`config.mk`:
```
export PLATFORM = sky130hd
export DESIGN_NAME = xy_switch_allocator
export DESIGN_NICKNAME = d
export VERILOG_FILES = /design/src/rtl/xy_switch_allocator_pkg.sv /design/src/rtl/rr_arbiter.sv /design/src/rtl/xy_router.sv /design/src/rtl/xy_switch_allocator.sv
export SDC_FILE = /design/constraint.sdc
export NUM_CORES = 1
export LEC_CHECK = 0
export ABC_AREA = 0
export CAP_MARGIN = 10
export CORE_ASPECT_RATIO = 1.4
export CORE_MARGIN = 1
export CORE_UTILIZATION = 30
export DETAILED_ROUTE_END_ITERATION = 8
export GPL_TIMING_DRIVEN = 0
export HOLD_SLACK_MARGIN = 0.03
export PLACE_DENSITY_LB_ADDON = 0.12
export SLEW_MARGIN = 20
export SYNTH_ARGS = -nofsm -noshare
export SYNTH_HDL_FRONTEND = slang
export SYNTH_SLANG_ARGS = --single-unit
```
`constraint.sdc`:
```
create_clock -name clk_i -period 17.7 [get_ports clk_i]
set_clock_uncertainty 0.2 [all_clocks]
set_input_delay 3.54 -clock clk_i [delete_from_list [all_inputs] [get_ports clk_i]]
set_output_delay 3.54 -clock clk_i [all_outputs]
set_load 0.01 [all_outputs]
```
`src/rtl/xy_switch_allocator_pkg.sv`:
```
// Shared definitions for the mesh router: port IDs, default port counts,
// output-allocation state and the round-robin pointer increment.
package xy_switch_allocator_pkg;

    localparam int unsigned PORT_N_DEF   = 5;
    localparam int unsigned PORT_N_W_DEF = 3;

    // Port IDs, identical numbering for inputs and outputs
    localparam int unsigned PORT_RESOURCE = 0;
    localparam int unsigned PORT_LEFT     = 1;
    localparam int unsigned PORT_UP       = 2;
    localparam int unsigned PORT_RIGHT    = 3;
    localparam int unsigned PORT_DOWN     = 4;

    typedef enum logic {
        OUT_IDLE   = 1'b0,
        OUT_LOCKED = 1'b1
    } out_state_e;

    // Next port index after idx, wrapping at n
    function automatic int unsigned next_port(input int unsigned idx, input int unsigned n);
        return ((idx + 32'd1) >= n) ? 32'd0 : (idx + 32'd1);
    endfunction

endpackage

```
`src/rtl/rr_arbiter.sv`:
```
// Round-robin arbiter: first request at or after ptr_i, modulo PORT_N.
// Ports:
//   req_i      request vector
//   ptr_i      highest-priority index this cycle
//   en_i       allow a grant
//   gnt_c_o    one-hot grant (combinational)
//   winner_c_o index of the granted requester, 0 if none (combinational)
module rr_arbiter
    import xy_switch_allocator_pkg::*;
#(
    parameter int unsigned PORT_N   = PORT_N_DEF,
    parameter int unsigned PORT_N_W = PORT_N_W_DEF
) (
    input  logic [PORT_N-1:0]   req_i,
    input  logic [PORT_N_W-1:0] ptr_i,
    input  logic                en_i,
    output logic [PORT_N-1:0]   gnt_c_o,
    output logic [PORT_N_W-1:0] winner_c_o
);

    logic                found_c;
    logic [PORT_N_W-1:0] cand_c;

    // Scan PORT_N candidates starting at the pointer, keep the first hit
    always_comb begin
        gnt_c_o    = '0;
        winner_c_o = '0;
        found_c    = 1'b0;
        cand_c     = '0;
        for (int unsigned k = 0; k < PORT_N; k++) begin
            cand_c = PORT_N_W'((32'(ptr_i) + k) % PORT_N);
            if (en_i && !found_c && req_i[cand_c]) begin
                found_c         = 1'b1;
                gnt_c_o[cand_c] = 1'b1;
                winner_c_o      = cand_c;
            end
        end
    end

endmodule

```
`src/rtl/xy_router.sv`:
```
// XY dimension-order routing: resolve column first, then row.
// Ports:
//   col_addr_i   destination column
//   row_addr_i   destination row
//   out_port_c_o output port ID (combinational)
module xy_router
    import xy_switch_allocator_pkg::*;
#(
    parameter int unsigned COL_CORD   = 0,
    parameter int unsigned ROW_CORD   = 0,
    parameter int unsigned COL_ADDR_W = 4,
    parameter int unsigned ROW_ADDR_W = 4,
    parameter int unsigned PORT_N_W   = PORT_N_W_DEF
) (
    input  logic [COL_ADDR_W-1:0] col_addr_i,
    input  logic [ROW_ADDR_W-1:0] row_addr_i,
    output logic [PORT_N_W-1:0]   out_port_c_o
);

    localparam logic [COL_ADDR_W-1:0] MY_COL = COL_ADDR_W'(COL_CORD);
    localparam logic [ROW_ADDR_W-1:0] MY_ROW = ROW_ADDR_W'(ROW_CORD);

    // Larger column is to the right, larger row is downward
    always_comb begin
        out_port_c_o = PORT_N_W'(PORT_RESOURCE);
        if (col_addr_i > MY_COL) begin
            out_port_c_o = PORT_N_W'(PORT_RIGHT);
        end else if (col_addr_i < MY_COL) begin
            out_port_c_o = PORT_N_W'(PORT_LEFT);
        end else if (row_addr_i > MY_ROW) begin
            out_port_c_o = PORT_N_W'(PORT_DOWN);
        end else if (row_addr_i < MY_ROW) begin
            out_port_c_o = PORT_N_W'(PORT_UP);
        end
    end

endmodule

```
`src/rtl/xy_switch_allocator.sv`:
```
// Switch allocator for one mesh router: routes each input head flit,
// round-robin arbitrates per output and holds a wormhole lock on the output
// until the packet tail has passed.
// Ports:
//   clk_i, rst_i  clock, asynchronous active-high reset
//   valid_i       per input: flit present
//   head_i/tail_i per input: head / tail flit markers
//   col_addr_i    per input: destination column (head only)
//   row_addr_i    per input: destination row (head only)
//   out_ready_i   per output: downstream can accept
//   grant_o       per input: flit transfers this cycle
//   out_valid_o   per output: carries a flit this cycle
//   xbar_sel_o    per output: driving input index, 0 when idle
module xy_switch_allocator
    import xy_switch_allocator_pkg::*;
#(
    parameter int unsigned COL_CORD   = 0,
    parameter int unsigned ROW_CORD   = 0,
    parameter int unsigned COL_ADDR_W = 4,
    parameter int unsigned ROW_ADDR_W = 4,
    parameter int unsigned PORT_N     = PORT_N_DEF,
    parameter int unsigned PORT_N_W   = PORT_N_W_DEF
) (
    input  logic                         clk_i,
    input  logic                         rst_i,
    input  logic [PORT_N-1:0]            valid_i,
    input  logic [PORT_N-1:0]            head_i,
    input  logic [PORT_N-1:0]            tail_i,
    input  logic [PORT_N*COL_ADDR_W-1:0] col_addr_i,
    input  logic [PORT_N*ROW_ADDR_W-1:0] row_addr_i,
    input  logic [PORT_N-1:0]            out_ready_i,
    output logic [PORT_N-1:0]            grant_o,
    output logic [PORT_N-1:0]            out_valid_o,
    output logic [PORT_N*PORT_N_W-1:0]   xbar_sel_o
);

    out_state_e          state_q  [PORT_N];
    out_state_e          state_d  [PORT_N];
    logic [PORT_N_W-1:0] owner_q  [PORT_N];
    logic [PORT_N_W-1:0] owner_d  [PORT_N];
    logic [PORT_N_W-1:0] rr_ptr_q [PORT_N];
    logic [PORT_N_W-1:0] rr_ptr_d [PORT_N];

    logic [PORT_N_W-1:0] route_c  [PORT_N];
    logic [PORT_N-1:0]   req_c    [PORT_N];
    logic [PORT_N-1:0]   arb_gnt_c[PORT_N];
    logic [PORT_N_W-1:0] arb_win_c[PORT_N];
    logic [PORT_N-1:0]   arb_en_c;
    logic [PORT_N-1:0]   bound_c;
    logic [PORT_N-1:0]   out_gnt_c;
    logic [PORT_N_W-1:0] out_sel_c[PORT_N];

    // One router per input, one arbiter per output
    for (genvar gi = 0; gi < PORT_N; gi++) begin : g_port
        xy_router #(
            .COL_CORD  (COL_CORD),
            .ROW_CORD  (ROW_CORD),
            .COL_ADDR_W(COL_ADDR_W),
            .ROW_ADDR_W(ROW_ADDR_W),
            .PORT_N_W  (PORT_N_W)
        ) u_router (
            .col_addr_i  (col_addr_i[gi*COL_ADDR_W +: COL_ADDR_W]),
            .row_addr_i  (row_addr_i[gi*ROW_ADDR_W +: ROW_ADDR_W]),
            .out_port_c_o(route_c[gi])
        );

        rr_arbiter #(
            .PORT_N  (PORT_N),
            .PORT_N_W(PORT_N_W)
        ) u_arb (
            .req_i     (req_c[gi]),
            .ptr_i     (rr_ptr_q[gi]),
            .en_i      (arb_en_c[gi]),
            .gnt_c_o   (arb_gnt_c[gi]),
            .winner_c_o(arb_win_c[gi])
        );
    end

    // Bound inputs only follow their lock; unbound heads request their route
    always_comb begin
        bound_c  = '0;
        arb_en_c = '0;
        for (int unsigned o = 0; o < PORT_N; o++) begin
            if (state_q[o] == OUT_LOCKED) begin
                bound_c[owner_q[o]] = 1'b1;
            end
            arb_en_c[o] = (state_q[o] == OUT_IDLE) && out_ready_i[o];
        end
        for (int unsigned o = 0; o < PORT_N; o++) begin
            req_c[o] = '0;
            for (int unsigned i = 0; i < PORT_N; i++) begin
                req_c[o][i] = valid_i[i] & head_i[i] & ~bound_c[i] &
                              (route_c[i] == PORT_N_W'(o));
            end
        end
    end

    // Per-output FSM next state and grant decision
    always_comb begin
        for (int unsigned o = 0; o < PORT_N; o++) begin
            state_d[o]   = state_q[o];
            owner_d[o]   = owner_q[o];
            rr_ptr_d[o]  = rr_ptr_q[o];
            out_sel_c[o] = '0;
        end
        out_gnt_c = '0;
        for (int unsigned o = 0; o < PORT_N; o++) begin
            case (state_q[o])
                OUT_IDLE: begin
                    if (|arb_gnt_c[o]) begin
                        out_gnt_c[o] = 1'b1;
                        out_sel_c[o] = arb_win_c[o];
                        rr_ptr_d[o]  = PORT_N_W'(next_port(32'(arb_win_c[o]), PORT_N));
                        if (!tail_i[arb_win_c[o]]) begin
                            state_d[o] = OUT_LOCKED;
                            owner_d[o] = arb_win_c[o];
                        end
                    end
                end
                OUT_LOCKED: begin
                    if (valid_i[owner_q[o]] && out_ready_i[o]) begin
                        out_gnt_c[o] = 1'b1;
                        out_sel_c[o] = owner_q[o];
                        if (tail_i[owner_q[o]]) begin
                            state_d[o] = OUT_IDLE;
                        end
                    end
                end
                default: state_d[o] = OUT_IDLE;
            endcase
        end
    end

    // Outputs are forced to zero while reset is held
    always_comb begin
        grant_o     = '0;
        out_valid_o = '0;
        xbar_sel_o  = '0;
        if (!rst_i) begin
            for (int unsigned o = 0; o < PORT_N; o++) begin
                if (out_gnt_c[o]) begin
                    out_valid_o[o]                       = 1'b1;
                    grant_o[out_sel_c[o]]                = 1'b1;
                    xbar_sel_o[o*PORT_N_W +: PORT_N_W]   = out_sel_c[o];
                end
            end
        end
    end

    // State registers
    always_ff @(posedge clk_i or posedge rst_i) begin
        if (rst_i) begin
            for (int unsigned o = 0; o < PORT_N; o++) begin
                state_q[o]  <= OUT_IDLE;
                owner_q[o]  <= '0;
                rr_ptr_q[o] <= '0;
            end
        end else begin
            for (int unsigned o = 0; o < PORT_N; o++) begin
                state_q[o]  <= state_d[o];
                owner_q[o]  <= owner_d[o];
                rr_ptr_q[o] <= rr_ptr_d[o];
            end
        end
    end

endmodule

```
==> flow_metrics.env, run 1 <==
export IMPL_status="finished, final reports clean"
export IMPL_cp_start_kind="input port"
export IMPL_clock_sinks=23
export IMPL_crit_start="valid_i[0]"
export IMPL_power_uw=1430
export IMPL_synth_area_um2=7540
export IMPL_drt_wl_total_um=27200
export IMPL_synth_top_cell_area_share_pct=10.3
export IMPL_crit_slowest_cell="clkdlybuf4s50_1"
export IMPL_yosysTopAreaCell="ha_1"
export IMPL_grt_antenna_before_repair=0
export IMPL_drt_iter0_drc=422
export IMPL_r2r_start="rr_ptr_q[0]"
export IMPL_hpwl_um=22300
export IMPL_rr_endpoint="rr_ptr_q[1]"
export IMPL_critPathMaxFanout=9
export IMPL_fin_util_pct=35.8
export IMPL_cp_end_kind="primary output"
export IMPL_instances_no_fill=1414
export IMPL_hp_class="register to register"
export IMPL_numPortBuffers=79
export IMPL_final_antenna_net_count=0
export IMPL_cp_top_family="compound AO/OA/AOI/OAI gates"
export IMPL_n_antenna_cell=0
export IMPL_synthDistinctLibCells=117
export IMPL_track_usage_pct=20.7
export IMPL_io_pins=87
export IMPL_drc_errors=0
export IMPL_cts_setup_buffers=0
export IMPL_min_period_ns=12.15
export IMPL_die_h_um=190
export IMPL_synth_seq_cells=23
export IMPL_yosysWarningCount=0
export IMPL_path_class="input port to primary output"
export IMPL_cts_root_buf="clkbuf_16"
export IMPL_drv_cap=0
export IMPL_fmax_mhz=82.3
export IMPL_slew_violations=0
export IMPL_cts_tree="yes"
export IMPL_die_w_um=136
export IMPL_num_rows=68
export IMPL_numCtsBuffers=3
export IMPL_grt_pass1_vias=7951
export IMPL_hold_path_startpoint="state_q[3]"
export IMPL_setup_viol_count_final=0
export IMPL_vias=8133
export IMPL_synth_area_leaders="ha_1 10%, dfrtp_1 7.6%, mux2i_1 5.4%"
export IMPL_worstSetupPathDepth=13
export IMPL_cts_hold_buffers=0
export IMPL_async_reset_ff_share_pct=100
export IMPL_vdd_drop_max_mv=0.0920
export IMPL_rrSetupSlack_ns=10.61
export IMPL_dp_cells=1410
export IMPL_p_leak_uw=0.00346
export IMPL_h_tree_depth=1
export IMPL_clock_path_buffers=2
export IMPL_die_area_um2=25800
export IMPL_crit_end="grant_o[1]"
export IMPL_clk_pin_slew_worst_paths_ns=0.07
export IMPL_synth_common_cells="76 x nand2_1, 71 x inv_1, 66 x nor2_1"
export IMPL_drt_first_pass_iters=5
export IMPL_grt_pass1_wl_um=42400
export IMPL_synth_edf_count=0
export IMPL_final_nets=1225
export IMPL_reg2regPathDepth=23
export IMPL_ys_flop_type="dfrtp_1"
export IMPL_cp_arrival_ns=8.41
export IMPL_overflow=0
export IMPL_areaGrowthSynthToFinish_pct=17.2
export IMPL_crit_path_max_incr_delay_ns=0.67
export IMPL_via_per_inst=5.75
export IMPL_power_per_cell_area_nw_per_um2=162
export IMPL_drive_gt1_share_pct=11.5
export IMPL_hold_viol=0
export IMPL_wire_per_inst_um=19.2
export IMPL_place_congestion=0.854
export IMPL_cp_data_required_time_ns=13.96
export IMPL_tightestPinTransition_ns=0.919
export IMPL_cp_buffers_inverters=2
export IMPL_slew_headroom_pct=38.2
export IMPL_finalCritPeriodShare_pct=68.7
export IMPL_core_area_um2=24700
export IMPL_postPlaceCellArea_um2=8760
export IMPL_start_util_pct=30.6
export IMPL_yosysSeqAreaShare_pct=7.63
export IMPL_synth_most_common_cell="nand2_1"
export IMPL_tns_ns=0
export IMPL_cts_resized=0
export IMPL_avgSynthCellArea_um2=7.47
export IMPL_clock_latency_ns=0.26
export IMPL_synthCells=1010
export IMPL_finalInstanceArea_um2=8840
export IMPL_crit_chain="clkdlybuf4s50_1 -> nand4bb_1 -> nor4_1 -> nand2_1 -> nor4_1 -> a311oi_1 -> a41oi_1 -> a21oi_1 -> o22ai_1 -> o21ai_0 -> o32ai_1 -> a22o_1 -> clkdlybuf4s50_1"
export IMPL_grt_max_degree=29
export IMPL_rsz0062_at_grt="no"
==> sequential cells by signal (all words and copies together), names as in the netlist <==
register,cells
state_q,5
owner_q,9
rr_ptr_q,9
==> per-stage QoR <==
step           hold WS, ns  setup WS [ns]
4_1_cts              0.318           5.57
6_report             0.315           5.55
2_1_floorplan        0.281           7.17
3_5_place_dp         0.307           5.58
5_1_grt              0.363           5.23
3_3_place_gp         0.305           5.09
==> layer usage <==
layer | vias up | wire length [µm] | global-route usage, % | part of all wire, %
met3 | 44 | 662 | 1.09 | 2.4
met4 | 0 | 851 | 6.67 | 3.1
li1 | 4023 | - | - | -
met5 | - | 0 | 0 | 0
met1 | 3910 | 11100 | 23.2 | 41
met2 | 156 | 14600 | 40.4 | 54
==> placed cells by master (no fill, tap or decap), types with 17 or more instances in the layout <==
cell type,n
nand3_1,44
nand2_1,76
clkdlybuf4s50_1,79
o21ai_0,40
nand2b_1,23
dfrtp_1,23
xnor2_1,27
ha_1,62
buf_2,17
inv_1,70
mux2i_1,41
nor4_1,21
a21oi_1,58
nor3_1,30
a31oi_1,23
nor2_1,66
==> report_power, final <==
group | switching, µW | internal, µW
registers | 27.3 | 70.1
clock network | 22.4 | 30.9
logic | 784 | 496
==> worst min path at each step <==
stage	slack (ns)	to	depth (start not counted)
2_1_floorplan	0.28	state_q[3]	2
3_3_place_gp	0.30	state_q[3]	2
3_5_place_dp	0.31	state_q[3]	2
4_1_cts	0.32	state_q[3]	2
5_1_grt	0.36	state_q[3]	2
6_report	0.31	state_q[3]	2
==> layout make-up <==
| type | count | area [µm²] |
|---|---|---|
| Tap cell | 315 | 394 |
| Inverter | 73 | 274 |
| Sequential cell | 23 | 576 |
| Fill cell | 2662 | 15800 |
| Timing Repair Buffer | 80 | 796 |
| Clock buffer | 4 | 78.8 |
| Buffer | 52 | 294 |
| Multi-Input combinational cell | 867 | 6420 |
==> tightest hold or removal path, cell delays in order, from the launching register on <==
cell	delay (ns)
dfrtp_1	0.39
inv_1	0.06
a31oi_1	0.03
==> kinds of logic after synthesis <==
logic type               synth area share (%)
AND/OR/NAND/NOR                          30.9
AO/OA/AOI/OAI                            32.4
buffers and inverters                    7.53
adder cells (fa/ha/maj)                  10.5
multiplexers                             7.33
XOR/XNOR                                 3.57
flip-flops                               7.63
other                                  0.0497
Note: power is estimated with default switching activity, not from simulation.
==> run 2, diff against run 1 <==
==> constraint.sdc (replaced) <==
create_clock -name clk_i -period 10.95 [get_ports clk_i]
set_clock_uncertainty 0.2 [all_clocks]
set_input_delay 2.19 -clock clk_i [delete_from_list [all_inputs] [get_ports clk_i]]
set_output_delay 2.19 -clock clk_i [all_outputs]
set_load 0.01 [all_outputs]
==> results of run 2 <==
Same layout as run 1 (identical final DEF). Status: finished, final reports clean.
Main changes from that run: setup slack after placement 5.58 ns -> 1.53 ns; setup slack after layout 5.55 ns -> 1.31 ns; start point of the critical path valid_i[0] -> rr_ptr_q[0]; register-to-register setup slack 10.61 ns -> 3.86 ns; total power 1430 µW -> 2310 µW; worst IR drop on VDD 0.0920 mV -> 0.149 mV
